===== config.mk =====
export PLATFORM = sky130hd
export DESIGN_NAME = pipeline_hazard_ctrl
export DESIGN_NICKNAME = d
export VERILOG_FILES = /design/src/rtl/pipeline_hazard_ctrl.sv
export SDC_FILE = /design/constraint.sdc
export NUM_CORES = 1
export LEC_CHECK = 0
export ABC_AREA = 1
export BUFFER_PORTS_ARGS = -buffer_cell sky130_fd_sc_hd__buf_2
export CELL_PAD_IN_SITES_DETAIL_PLACEMENT = 1
export CELL_PAD_IN_SITES_GLOBAL_PLACEMENT = 1
export CORE_AREA = 3 3 54 56
export DETAILED_ROUTE_END_ITERATION = 7
export DIE_AREA = 0 0 57 59
export PLACE_DENSITY = 0.81
export SLEW_MARGIN = 5
export SYNTH_ARGS = -nofsm -noshare
export SYNTH_HDL_FRONTEND = slang
export SYNTH_SLANG_ARGS = --single-unit
export TNS_END_PERCENT = 5

===== constraint.sdc =====
create_clock -name clk -period 1.4 [get_ports clk]
set_input_delay 0.14 -clock clk [delete_from_list [all_inputs] [get_ports clk]]
set_output_delay 0.14 -clock clk [all_outputs]
set_load 0.02 [all_outputs]

===== src/rtl/pipeline_hazard_ctrl.sv =====
// Stall/flush controller for the PC and the four inter-stage pipeline buffers.
// Optional macro HAZARD_PERF_CNT_EN adds saturating stall_cycles/flush_events counters.
module pipeline_hazard_ctrl #(
    parameter int RW          = 3,
    parameter int MEM_TIMEOUT = 16,
    parameter int PCW         = 16
) (
    input  logic          clk,
    input  logic          rst,
    input  logic          idex_mem_read,
    input  logic [RW-1:0] idex_rd,
    input  logic          idex_rd_valid,
    input  logic [RW-1:0] ifid_rs1,
    input  logic [RW-1:0] ifid_rs2,
    input  logic          ifid_use_rs1,
    input  logic          ifid_use_rs2,
    input  logic          branch_taken,
    input  logic          exmem_mem_access,
    input  logic          mem_ready,
    output logic          pc_en,
    output logic          ifid_en,
    output logic          idex_en,
    output logic          exmem_en,
    output logic          memwb_en,
    output logic          ifid_flush,
    output logic          idex_flush,
    output logic          memwb_flush,
    output logic          mem_err,
`ifdef HAZARD_PERF_CNT_EN
    output logic [PCW-1:0] stall_cycles,
    output logic [PCW-1:0] flush_events,
`endif
    output logic [1:0]    state_o
);

    localparam int CW = (MEM_TIMEOUT > 0) ? $clog2(MEM_TIMEOUT + 1) : 1;
    localparam logic [1:0]    ST_RUN   = 2'd0;
    localparam logic [1:0]    ST_LU    = 2'd1;
    localparam logic [1:0]    ST_MW    = 2'd2;
    localparam logic [CW-1:0] CNT_LIM  = CW'(MEM_TIMEOUT);
    localparam logic [CW-1:0] CNT_MAX  = {CW{1'b1}};
    localparam logic [CW-1:0] CNT_ONE  = CW'(1'b1);
    localparam logic [CW-1:0] CNT_ZERO = {CW{1'b0}};

    logic [1:0]    state_r;
    logic [1:0]    state_nxt_s;
    logic [CW-1:0] cnt_r;
    logic [CW-1:0] cnt_nxt_s;
    logic          mem_err_r;
    logic          abort_s;
    logic          load_use_s;
    logic          mem_busy_s;
    logic          timeout_s;

    assign load_use_s = idex_mem_read & idex_rd_valid &
                        ((ifid_use_rs1 & (ifid_rs1 == idex_rd)) |
                         (ifid_use_rs2 & (ifid_rs2 == idex_rd)));
    assign mem_busy_s = exmem_mem_access & ~mem_ready;
    assign timeout_s  = (MEM_TIMEOUT != 0) && (cnt_r == CNT_LIM);
    assign state_o    = state_r;
    assign mem_err    = mem_err_r;

    // Mealy enable/flush decode and next-state/counter selection
    always_comb begin
        pc_en       = 1'b1;
        ifid_en     = 1'b1;
        idex_en     = 1'b1;
        exmem_en    = 1'b1;
        memwb_en    = 1'b1;
        ifid_flush  = 1'b0;
        idex_flush  = 1'b0;
        memwb_flush = 1'b0;
        abort_s     = 1'b0;
        state_nxt_s = ST_RUN;
        cnt_nxt_s   = CNT_ZERO;
        if (rst) begin
            {pc_en, ifid_en, idex_en, exmem_en, memwb_en} = 5'b00000;
        end else begin
            case (state_r)
                ST_RUN, ST_LU: begin
                    if (mem_busy_s) begin
                        {pc_en, ifid_en, idex_en, exmem_en, memwb_en} = 5'b00000;
                        cnt_nxt_s   = CNT_ONE;
                        state_nxt_s = ST_MW;
                    end else if (branch_taken) begin
                        ifid_flush = 1'b1;
                        idex_flush = 1'b1;
                    end else if (load_use_s && (state_r == ST_RUN)) begin
                        // A load-use seen in LU_STALL is the same hazard: one bubble per load
                        pc_en       = 1'b0;
                        ifid_en     = 1'b0;
                        idex_flush  = 1'b1;
                        state_nxt_s = ST_LU;
                    end else begin
                        state_nxt_s = ST_RUN;
                    end
                end
                ST_MW: begin
                    if (!mem_busy_s) begin
                        if (branch_taken) begin
                            ifid_flush = 1'b1;
                            idex_flush = 1'b1;
                        end else if (load_use_s) begin
                            pc_en       = 1'b0;
                            ifid_en     = 1'b0;
                            idex_flush  = 1'b1;
                            state_nxt_s = ST_LU;
                        end else begin
                            state_nxt_s = ST_RUN;
                        end
                    end else if (timeout_s) begin
                        memwb_flush = 1'b1;
                        abort_s     = 1'b1;
                    end else begin
                        {pc_en, ifid_en, idex_en, exmem_en, memwb_en} = 5'b00000;
                        state_nxt_s = ST_MW;
                        if (cnt_r != CNT_MAX) begin
                            cnt_nxt_s = cnt_r + CNT_ONE;
                        end else begin
                            cnt_nxt_s = cnt_r;
                        end
                    end
                end
                default: begin
                    state_nxt_s = ST_RUN;
                end
            endcase
        end
    end

    // State, wait counter and one-cycle abort pulse
    always_ff @(posedge clk) begin
        if (rst) begin
            state_r   <= ST_RUN;
            cnt_r     <= CNT_ZERO;
            mem_err_r <= 1'b0;
        end else begin
            state_r   <= state_nxt_s;
            cnt_r     <= cnt_nxt_s;
            mem_err_r <= abort_s;
        end
    end

`ifdef HAZARD_PERF_CNT_EN
    localparam logic [PCW-1:0] PC_MAX = {PCW{1'b1}};
    localparam logic [PCW-1:0] PC_ONE = PCW'(1'b1);

    // Saturating stall-cycle and flush-event counters
    always_ff @(posedge clk) begin
        if (rst) begin
            stall_cycles <= {PCW{1'b0}};
            flush_events <= {PCW{1'b0}};
        end else begin
            if (!pc_en && (stall_cycles != PC_MAX)) begin
                stall_cycles <= stall_cycles + PC_ONE;
            end else begin
                stall_cycles <= stall_cycles;
            end
            if ((ifid_flush | idex_flush | memwb_flush) && (flush_events != PC_MAX)) begin
                flush_events <= flush_events + PC_ONE;
            end else begin
                flush_events <= flush_events;
            end
        end
    end
`endif

endmodule

==> results.ini <==
[floorplanning]
die-area_sq_um = 3363
core_region_area_sq_um = 2477
die_w_microns = 57
fp-row-count = 18
initial_core_util_pct = 26.92
io-pin-count = 29
die_height_microns = 59

[sta]
tightest_slew_ns = 0.2364
final.min_clock_period_ns = 1.546
maxSlewHeadroom_pct = 84.12
rsz0062_at_grt = true
fmax_mhz = 646.7
finalHoldViolCount = 0
slew_viol_final = 0
clock_skew_ns = 0.002118
post-route-period-util_pct = 110.4
timing.final.ws_setup_ns = -0.1463
finalSetupViolCount = 11
timing.hold.ws_ns = 0.09906

[worst_setup_path]
crit_path_max_incr_delay_ns = 0.34
critical_path.endpoint_type = output pin
reg2reg_depth = 11
cp.arrival_ns = 1.41
cp_top_family = buffers and inverters
cp-start-kind = register
path_max_fanout = 4
startpoint = cnt_r[0]
worst-path-buf-inv = 3
critPathCapture = memwb_flush
required_ns = 1.26
path_cells = inv_2, ha_4, nand4_4, buf_4, nor4_4, buf_4
slowest_stage = dfxtp_2
r2r_start = state_o[1]
crit_cells = 6
worstSetupPathType = register to output pin
critical_path.most_common_cell = buf_4
r2r_end = cnt_r[0]
r2r_setup_slack_ns = -0.13

[synthesis]
synth_top_family_by_area = simple AND/OR/NAND/NOR gates
synth_top_area_cell = dfxtp_1
synthXorXnorAreaFrac_pct = 0
synth_adder_area_share_pct = 5.629
post_synth_and_or_nand_nor_area_fraction_pct = 47.28
syn_area_sq_um = 666.9
ys_warn_count = 0
netlist_top_cells_area = dfxtp_1, nand2_1, inv_1
synth_compound_area_share_pct = 6.191
synth_cell_types = 24
syn_inst = 110
synth_top_area_share_pct = 24.02
synth_seq_cells = 8
synth_mux_area_share_pct = 0
yosysSeqAreaShare_pct = 24.02
syn_area_per_cell_sq_um = 6.063
syn_nets = 131

[final_layout]
final_cells = 181
diodes = 0
fill_cells = 347
area_growth_pct = 56.66
drive_gt1_share_pct = 50.33
nets = 174
regArea_sq_um = 163.9
multiInputGateArea_sq_um = 476.7

[clock_network]
cts_sinks = 8
cts.clk_slew.worst_paths_ns = 0.06
cts.path.max_buffers = 2
numCtsBuffers = 3
htree_levels = 1
cts_root_buf = clkbuf_4
clkLatencyLatePin_ns = 0.26
cts_tree = built

[detailed_routing]
ant_nets = 0
totalWireLength_microns = 2158
drc = 0
vias = 805
drt-pass1-iter-count = 2
drtIter0Drc = 20
wl_per_cell_microns = 11.92
vias_per_cell = 4.448

[place]
dp_slack_ns = -0.1080
routabilityCongestion = 0.7966
dpl.hpwl_microns = 1679
dp.cells = 169
port-buffer-count = 28

[outcome]
status = finished, violations left
violations = negative setup slack

[power]
irDropWorstVdd_v = 0.0004620
p_per_area_nw_per_um2 = 570.8
power.static_leakage_nw = 0.5559

[grt]
grt.overflow.total = 0
grt_pass1_wl_microns = 3581
grt_use_total_pct = 13.73
grt_max_degree = 6
grt_pass1_vias = 852
antenna_found_initial = 0

[run]
cap_viol_max_count = 0

[min_path]
min_path_type = input port to register

[cell usage after synthesis]
master,count
o21a_1,1
a21oi_2,1
clkinv_1,1
inv_2,2
o21ai_0,1
buf_4,3
nor4_1,1
or2_2,1
nor2_2,2
ha_1,3
a21oi_1,4
nand2_2,2
nand2_1,33
nor2_4,1
nand4_1,1
nand3_2,1
nand3_4,1
nand4_2,1
nand3_1,3
nor2_1,15
dfxtp_1,8
nor3_2,2
inv_1,21
nor3_1,1
[where the power goes]
| part | switching, W | leakage (nW) | internal, W | total (W) |
|---|---|---|---|---|
| registers | 0.00000312 | 0.0660 | 0.000231 | 0.000234 |
| logic | 0.000102 | 0.476 | 0.0000750 | 0.000177 |
| clock network | 0.0000863 | 0.0138 | 0.0000987 | 0.000185 |
| total | 0.000191 | 0.556 | 0.000405 | 0.000596 |
[worst register-to-register path: cells and delay by family, from the launching register on]
family / cells / cell delay, ns
buffers and inverters: 5 / 0.59
flip-flops: 1 / 0.33
AND/OR/NAND/NOR: 6 / 0.51
[what timing repair did]
action / in CTS / in global routing
gates resized for setup: 18 / 6
setup buffers: 4 / 5
pin swaps: 3 / 4
endpoints found under the setup margin: 11 / 13
hold buffers: 0 / 0
[worst min-delay path by stage]
stage                       from  cells after the start         end  slack [ns]
global route                 rst                      2  state_o[1]        0.09
floorplan                    rst                      1  state_o[1]        0.21
finish                       rst                      2  state_o[1]         0.1
CTS                 branch_taken                      2  state_o[0]        0.09
global placement             rst                      2  state_o[1]        0.34
detailed placement           rst                      2  state_o[1]        0.36
[registers in the layout (all words and copies together), names as in the netlist]
signal   count
mem_err      1
cnt_r        5
state_o      2
[metrics by stage]
stage	TNS [ns]	cell area [sq um]	total power [W]	util, %
6_report	-1.163	1045	0.0005964	42.17
5_1_grt	-2.424	1045	0.0006429	42.17
4_1_cts	-0.9868	985.9	0.0005950	39.80
3_5_place_dp	-0.3372	874.6	0.0003866	35.30
3_3_place_gp	0	874.6	0.0003806	35.30
2_1_floorplan	-0.05644	693.2	0.0003379	-
[placed cells by master (no fill, tap or decap), types with 2 or more instances in the layout]
cell type	count
inv_1	17
nand3_1	2
a21oi_2	3
nor2_1	14
nand3_4	2
nor3_2	3
clkbuf_4	3
nand2_1	32
buf_6	2
a21oi_1	2
dfxtp_1	5
dfxtp_2	3
buf_2	25
inv_2	6
nand2_2	3
nor2_4	3
buf_4	14
[logic make-up after synthesis]
kind of cell               after synthesis
buffers and inverters                   27
AOI/OAI and AO/OA                        7
adders and majority gates                3
and+or+nand+nor                         65
DFF                                      8
[final cells by class]
type                    count  share of cell area, %
clock buffers               3                  2.156
repair buffers             41                  24.19
multi-input cells          75                  45.63
well taps                  30                  3.593
flip-flops and latches      8                  15.69
inverters                  24                  8.743
[per-layer routing]
metal | wire length [microns] | up-vias | global-route usage, %
met5 | 0 | - | 0
met4 | 21 | 0 | 4.305
met3 | 114 | 2 | 4.793
met2 | 1224 | 22 | 27.08
met1 | 798 | 372 | 13.23
li1 | - | 409 | -
(Power assumes the default switching activity.)
